[src/rtl/mem_access_if.sv]
// EXE/MEM boundary bundle seen by the memory-access stage, plus its
// ready/result and pass-through outputs toward MEM/WB.
interface mem_access_if;
    localparam int unsigned DATA_W = 32;
    localparam int unsigned DEST_W = 4;

    logic              MEM_r_en;
    logic              MEM_w_en;
    logic              WB_en_in;
    logic [DEST_W-1:0] dest_in;
    logic [DATA_W-1:0] alu_res;
    logic [DATA_W-1:0] val_rm;

    logic              ready;
    logic [DATA_W-1:0] mem_result;
    logic              WB_en_out;
    logic [DEST_W-1:0] dest_out;
    logic [DATA_W-1:0] alu_res_out;
    logic              MEM_r_en_out;

    modport master (
        output MEM_r_en, MEM_w_en, WB_en_in, dest_in, alu_res, val_rm,
        input  ready, mem_result, WB_en_out, dest_out, alu_res_out, MEM_r_en_out
    );

    modport slave (
        input  MEM_r_en, MEM_w_en, WB_en_in, dest_in, alu_res, val_rm,
        output ready, mem_result, WB_en_out, dest_out, alu_res_out, MEM_r_en_out
    );
endinterface

[src/rtl/mem_access_stage.sv]
// Memory-access pipeline stage: multi-cycle word load/store against an
// internal wait-stated data memory, freezing upstream via ready.
module mem_access_stage #(
    parameter int unsigned ADDR_BASE   = 1024,
    parameter int unsigned DEPTH       = 64,
    parameter int unsigned WAIT_CYCLES = 3
) (
    input  logic         clk,
    input  logic         rst,
    mem_access_if.slave  bus
);
    localparam int unsigned DATA_W = 32;
    localparam int unsigned IDX_W  = (DEPTH > 1) ? $clog2(DEPTH) : 1;
    localparam int unsigned CNT_W  = $clog2(WAIT_CYCLES + 1);

    typedef enum logic [1:0] {
        IDLE   = 2'd0,
        ACCESS = 2'd1,
        DONE   = 2'd2
    } state_t;

    state_t             state;
    state_t             next_state;
    logic [CNT_W-1:0]   cnt;
    logic [IDX_W-1:0]   idx_q;
    logic [DATA_W-1:0]  data_q;
    logic               store_q;
    logic [DATA_W-1:0]  mem_result_q;
    logic [DATA_W-1:0]  mem [DEPTH];

    logic               req;
    logic               last_wait;
    logic [IDX_W-1:0]   idx;

    assign req       = bus.MEM_r_en | bus.MEM_w_en;
    assign last_wait = (cnt == CNT_W'(WAIT_CYCLES - 1));
    // Out-of-range addresses wrap: keep only the low index bits of the word offset.
    assign idx       = IDX_W'((bus.alu_res - DATA_W'(ADDR_BASE)) >> 2);

    // Combinational pass-throughs toward MEM/WB and freeze signal.
    assign bus.WB_en_out    = bus.WB_en_in;
    assign bus.dest_out     = bus.dest_in;
    assign bus.alu_res_out  = bus.alu_res;
    assign bus.MEM_r_en_out = bus.MEM_r_en;
    assign bus.mem_result   = mem_result_q;

    // State register
    always_ff @(posedge clk) begin
        if (rst) state <= IDLE;
        else     state <= next_state;
    end

    // Next-state and ready
    always_comb begin
        next_state = state;
        bus.ready  = 1'b0;
        unique case (state)
            IDLE: begin
                bus.ready = ~req;
                if (req) next_state = ACCESS;
            end
            ACCESS: begin
                if (last_wait) next_state = DONE;
            end
            DONE: begin
                bus.ready  = 1'b1;
                next_state = IDLE;
            end
            default: next_state = IDLE;
        endcase
    end

    // Request latch, wait counter, memory array and load result.
    always_ff @(posedge clk) begin
        if (rst) begin
            cnt          <= '0;
            idx_q        <= '0;
            data_q       <= '0;
            store_q      <= 1'b0;
            mem_result_q <= '0;
            for (int i = 0; i < int'(DEPTH); i++) mem[i] <= '0;
        end else begin
            unique case (state)
                IDLE: begin
                    if (req) begin
                        idx_q   <= idx;
                        data_q  <= bus.val_rm;
                        store_q <= bus.MEM_w_en;
                        cnt     <= '0;
                    end
                end
                ACCESS: begin
                    cnt <= cnt + CNT_W'(1);
                    // Load data is captured on the edge entering DONE.
                    if (last_wait && !store_q) mem_result_q <= mem[idx_q];
                end
                DONE: begin
                    if (store_q) mem[idx_q] <= data_q;
                end
                default: ;
            endcase
        end
    end
endmodule

[src/flat_wrapper.sv]
// flat-port wrapper written by rule: the top's interface ports become plain ports
module mem_access_stage_flat 
#(
    parameter int unsigned ADDR_BASE   = 1024,
    parameter int unsigned DEPTH       = 64,
    parameter int unsigned WAIT_CYCLES = 3
)
  (clk, rst, bus_MEM_r_en, bus_MEM_w_en, bus_WB_en_in, bus_dest_in, bus_alu_res, bus_val_rm, bus_ready, bus_mem_result, bus_WB_en_out, bus_dest_out, bus_alu_res_out, bus_MEM_r_en_out);
  mem_access_if bus_i ();
  input  logic clk;
  input  logic rst;
  input wire logic [$bits(bus_i.MEM_r_en)-1:0] bus_MEM_r_en;
  input wire logic [$bits(bus_i.MEM_w_en)-1:0] bus_MEM_w_en;
  input wire logic [$bits(bus_i.WB_en_in)-1:0] bus_WB_en_in;
  input wire logic [$bits(bus_i.dest_in)-1:0] bus_dest_in;
  input wire logic [$bits(bus_i.alu_res)-1:0] bus_alu_res;
  input wire logic [$bits(bus_i.val_rm)-1:0] bus_val_rm;
  output wire logic [$bits(bus_i.ready)-1:0] bus_ready;
  output wire logic [$bits(bus_i.mem_result)-1:0] bus_mem_result;
  output wire logic [$bits(bus_i.WB_en_out)-1:0] bus_WB_en_out;
  output wire logic [$bits(bus_i.dest_out)-1:0] bus_dest_out;
  output wire logic [$bits(bus_i.alu_res_out)-1:0] bus_alu_res_out;
  output wire logic [$bits(bus_i.MEM_r_en_out)-1:0] bus_MEM_r_en_out;
  assign bus_i.MEM_r_en = bus_MEM_r_en;
  assign bus_i.MEM_w_en = bus_MEM_w_en;
  assign bus_i.WB_en_in = bus_WB_en_in;
  assign bus_i.dest_in = bus_dest_in;
  assign bus_i.alu_res = bus_alu_res;
  assign bus_i.val_rm = bus_val_rm;
  assign bus_ready = bus_i.ready;
  assign bus_mem_result = bus_i.mem_result;
  assign bus_WB_en_out = bus_i.WB_en_out;
  assign bus_dest_out = bus_i.dest_out;
  assign bus_alu_res_out = bus_i.alu_res_out;
  assign bus_MEM_r_en_out = bus_i.MEM_r_en_out;
  mem_access_stage #(.ADDR_BASE(ADDR_BASE), .DEPTH(DEPTH), .WAIT_CYCLES(WAIT_CYCLES)) u_core (.clk(clk), .rst(rst), .bus(bus_i));
endmodule
[config.mk]
export PLATFORM = sky130hd
export DESIGN_NAME = mem_access_stage_flat
export DESIGN_NICKNAME = d
export VERILOG_FILES = /design/src/rtl/mem_access_if.sv /design/src/rtl/mem_access_stage.sv /design/src/flat_wrapper.sv
export SDC_FILE = /design/constraint.sdc
export NUM_CORES = 2
export LEC_CHECK = 0
export BUFFER_PORTS_ARGS = -buffer_cell sky130_fd_sc_hd__buf_2
export CAP_MARGIN = 40
export CORE_MARGIN = 2
export CORE_UTILIZATION = 63
export CTS_CLUSTER_DIAMETER = 200
export DETAILED_ROUTE_END_ITERATION = 7
export HOLD_SLACK_MARGIN = 0.02
export PLACE_DENSITY = 0.88
export SLEW_MARGIN = 5
export SYNTH_ARGS = -nofsm -noshare
export SYNTH_HDL_FRONTEND = slang
export SYNTH_SLANG_ARGS = --single-unit
[constraint.sdc]
create_clock -name clk -period 5.4 [get_ports clk]
set_input_delay 0.54 -clock clk [delete_from_list [all_inputs] [get_ports clk]]
set_output_delay 0.54 -clock clk [all_outputs]
set_load 0.005 [all_outputs]
==> impl_summary.md <==
Outcome
The run finished, with violations left. The checks that failed: design-rule violations.

Worst hold path
The worst min-delay path endpoint is u_core.idx_q[5]. The worst hold path stage count is 3. The worst hold path begins at bus_alu_res[7]. The path category of the worst min-delay check is primary input to flop.

Finish
For this run, the share of the core covered by cells in the final layout is 0.701. In the final layout, the share of cells above drive strength 1 is 0.155. After filler insertion, the fill cell instance count of the layout stands at 9,009.

From synthesis to final layout, the design area changed by 10.6%. The area occupied by multi-input gates is 30,600 um^2. The net count reported at finish is 6,937. Summing all flip-flop and latch instances after layout gives 63,100 um^2.

Place
Timing analysis after detailed placement gives a worst setup slack of 1.30 ns. During placement, the flow inserted port buffers numbering 81. The HPWL after detailed placement is 179,000 um. The congestion estimate from routability-driven global placement came to between 1 and 1.5.

Clock tree
The maximum count of clock buffers along a single path is 3. Clock latency on the worst-skew pair, taken at its later pin, is ~0.9 ns. Buffers inserted during clock tree synthesis total 202.

Counting every sink on the clock net gives about 2,100. After clock tree synthesis, the clock-pin slew on the worst setup and hold paths is 0.06 ns. The CTS tree is built. The post-CTS resize count is 0. The root buffer cell chosen for the clock tree is clkbuf_16.

The H-tree depth reported by CTS is 4.

Setup path
The worst register-to-register path ends at u_core.bus.mem_result[0]. For flop-to-flop paths, the worst setup slack is 1.13 ns. The category of the critical setup timing path is flop to flop. The path depth of the worst reg2reg path is 7. The arrival time at the worst endpoint is 5.06 ns. STA puts the critical path data required time at 6.19 ns. The startpoint type of the worst setup path is a flop. The startpoint identified for the worst register-to-register timing path is u_core.idx_q[2]. STA classifies the critical path endpoint as a flop.

The highest net fanout along the worst path is 87.

STA
Of the available clock period, the critical path in the final layout requires 0.791. On the final layout, the worst clock skew is 0.0622 ns. The post-route setup TNS is 0 ns. At the pin with the least slew margin, the transition time is approximately 1.1 ns. The worst relative slew slack is 0.258. The final number of setup-violating endpoints is 0.

Setup repair after global routing left no endpoint under its margin. The slack of the critical path is roughly 1.1 ns. The number of max-slew violations in the final report is 0. The highest attainable clock frequency is approximately 230 MHz. The post-route worst hold slack is 0.115 ns. The final hold violation count is 0. The final critical path time including I/O delays and setup is 4.27 ns.

Global route
The initial antenna violation count is 37. Entering global routing, the biggest net connects 102 pins. For this run, the total global-route usage over all layers was measured as 0.396. After global routing the overflow that remains totals 0. The first-pass GRT wire length is 443,000 um.

The via count of the first global-routing pass was 64,100.

Synth
A synthesized cell averages ~14 um^2. In the post-synthesis netlist, the biggest area contributors are edfxtp_1 64%, and2_1 13%, mux2i_1 3.6%, mux4_2 3.0%, a221oi_1 2.1%. The flip-flop cell with the highest count after synthesis is edfxtp_1.

The number of warning messages in the yosys log is 0. The post-synthesis instance area is 96,200 um^2. Counting every net in the synthesized netlist gives 7,086.

Of all cell types, the one taking the most synthesized area is edfxtp_1. The number of different library cells in the post-synthesis netlist is 72. Counting every instance in the synthesized netlist gives 7,012.

For this run, the register share of the synthesized area comes to 0.655. The register bit total from synthesis is between 2,000 and 2,500. The area share of the leading cell type in the synthesized netlist is 0.639. The number of enable-type register cells in the synthesized netlist is 2,048. For this run, asynchronously set or reset flops after synthesis account for 0.

Floorplanning
The die outline area is 156,000 um^2. The die span in y is between 300 and 400 um. The floorplan step defined a core boundary enclosing approximately 150,000 um^2. The die is 395 um wide. In this run the core area contains 143 standard-cell rows. about 140 I/O pins were placed.

The initial utilization of the core area, before any placement, comes to 0.634.

Routing
In this run the remaining antenna-violating nets after routing total 0. The detailed router finished its first iteration with 13,400 violations. The aggregate routed wire length is between 300,000 and 400,000 um. The first-pass detailed-route iteration total is 8. In the routed layout, each cell is associated on average with a via count of 7.19. For this run, design rule violations remaining after detail routing come to 7. For this block, the via count after detailed routing is 65,300.

After detailed routing, the average wire length per cell comes to 34.5 um.

Job
Max-cap violations in this run came to 0.

Pwr
The total power consumption of the routed design is 36.0 mW. The static power due to leakage is about 38 nW. The maximum VDD drop is 377 uV. The power per standard cell area is 338 nW/um^2.
metrics by stage:
stage	area, um^2	cells
3_3_place_gp	98700	8603
2_1_floorplan	96200	7012
4_1_cts	106000	9058
6_report	106000	9083
3_5_place_dp	99400	8641
5_1_grt	106000	9071
cell type report:
| cell class | instances | area share |
|---|---|---|
| multi-input cells | 4106 | 0.287 |
| inverters | 5 | 0.000271 |
| diodes | 15 | 0.000353 |
| clock inverters | 99 | 0.00875 |
| clock buffers | 280 | 0.0524 |
| flip-flops and latches | 2123 | 0.593 |
| well taps | 2030 | 0.0239 |
| repair buffers | 425 | 0.0341 |
how the worst max path moves through the flow:
| stage | to | from |
|---|---|---|
| global route | u_core.bus.mem_result[0] | u_core.idx_q[2] |
| CTS | u_core.bus.mem_result[25] | u_core.idx_q[1] |
| global placement | u_core.mem[34][16] | rst |
| finish | u_core.bus.mem_result[0] | u_core.idx_q[2] |
| detailed placement | u_core.bus.mem_result[25] | u_core.idx_q[1] |
| floorplan | u_core.mem[63][0] | rst |
synth_stat cells (all sizes together), types with 6 or more instances:
| cell | instances |
|---|---|
| a22o | 17 |
| o21ai | 181 |
| nand4 | 8 |
| or2 | 6 |
| a21oi | 166 |
| a221oi | 229 |
| o221a | 6 |
| nand2 | 180 |
| a22oi | 178 |
| nand2b | 7 |
| a311oi | 14 |
| a31oi | 18 |
| o22ai | 108 |
| mux2 | 85 |
| and3 | 8 |
| o21a | 6 |
| mux2i | 349 |
| nand3 | 36 |
| nor3 | 22 |
| and2 | 2054 |
| and4 | 10 |
| dfxtp | 75 |
| clkbuf | 531 |
| a222oi | 7 |
| a211oi | 16 |
| mux4 | 143 |
| nor2 | 174 |
| edfxtp | 2048 |
| buf | 247 |
worst max-delay path, stage by stage, from the launching register on:
cell and delay, ns:
dfxtp_4 0.55, buf_12 0.35, nor2_4 0.77, buf_4 0.67, a21oi_1 0.14, o21ai_0 0.82, a22oi_1 0.48, a311oi_1 0.33
layer usage:
metal  routed length (um)  global-route usage  vias to the layer above
li1                     -                   -                    25300
met1                94200               0.476                    31600
met2               133000               0.563                     6739
met3                59100               0.189                     1573
met4                26700               0.274                       40
met5                  597              0.0179                        -
logic make-up (layout without fill, tap and decap cells):
logic type / count (synthesis) / after routing / synth area share
muxes: 577 / 577 / 0.0803
and+or+nand+nor: 2529 / 2529 / 0.156
DFF: 2123 / 2123 / 0.655
buffers and inverters: 783 / 809 / 0.0371
adders and majority gates: 1 / 1 / 0.000130
other: 0 / 15 / 0
AOI/OAI and AO/OA: 999 / 999 / 0.0720
cells in the final DEF (no fill, tap or decap), types with 61 or more instances in the layout:
master | netlist | layout
o21ai_4 | 0 | 62
clkbuf_16 | 0 | 207
mux4_2 | 128 | 128
o21ai_0 | 181 | 119
o22ai_1 | 108 | 108
a22oi_1 | 178 | 178
buf_4 | 86 | 249
edfxtp_1 | 2048 | 2048
a221oi_1 | 229 | 229
mux2i_1 | 349 | 349
nand2_1 | 180 | 179
mux2_2 | 85 | 85
buf_2 | 124 | 94
clkbuf_1 | 531 | 61
nor2_2 | 6 | 65
nor2_1 | 168 | 104
and2_1 | 2054 | 2051
a21oi_1 | 166 | 166
timing repair:
action                                 4_1_cts  5_1_grt
setup buffers                                0        0
hold buffers                                38        0
setup endpoints to repair                    0        0
endpoints found under the hold margin       38        0
flip-flops by register name (all words and copies together), names as in the netlist:
signal                 count
u_core.data_q             32
u_core.cnt                 2
u_core.mem              2048
u_core.store_q             1
u_core.bus.mem_result     32
u_core.idx_q               6
u_core.state               2
report_power, final:
| group | internal, mW | switching, mW |
|---|---|---|
| clock | 7.73 | 6.36 |
| combinational | 0.823 | 2.18 |
| sequential | 18.5 | 0.311 |
Power figures use the tool's default switching activity.
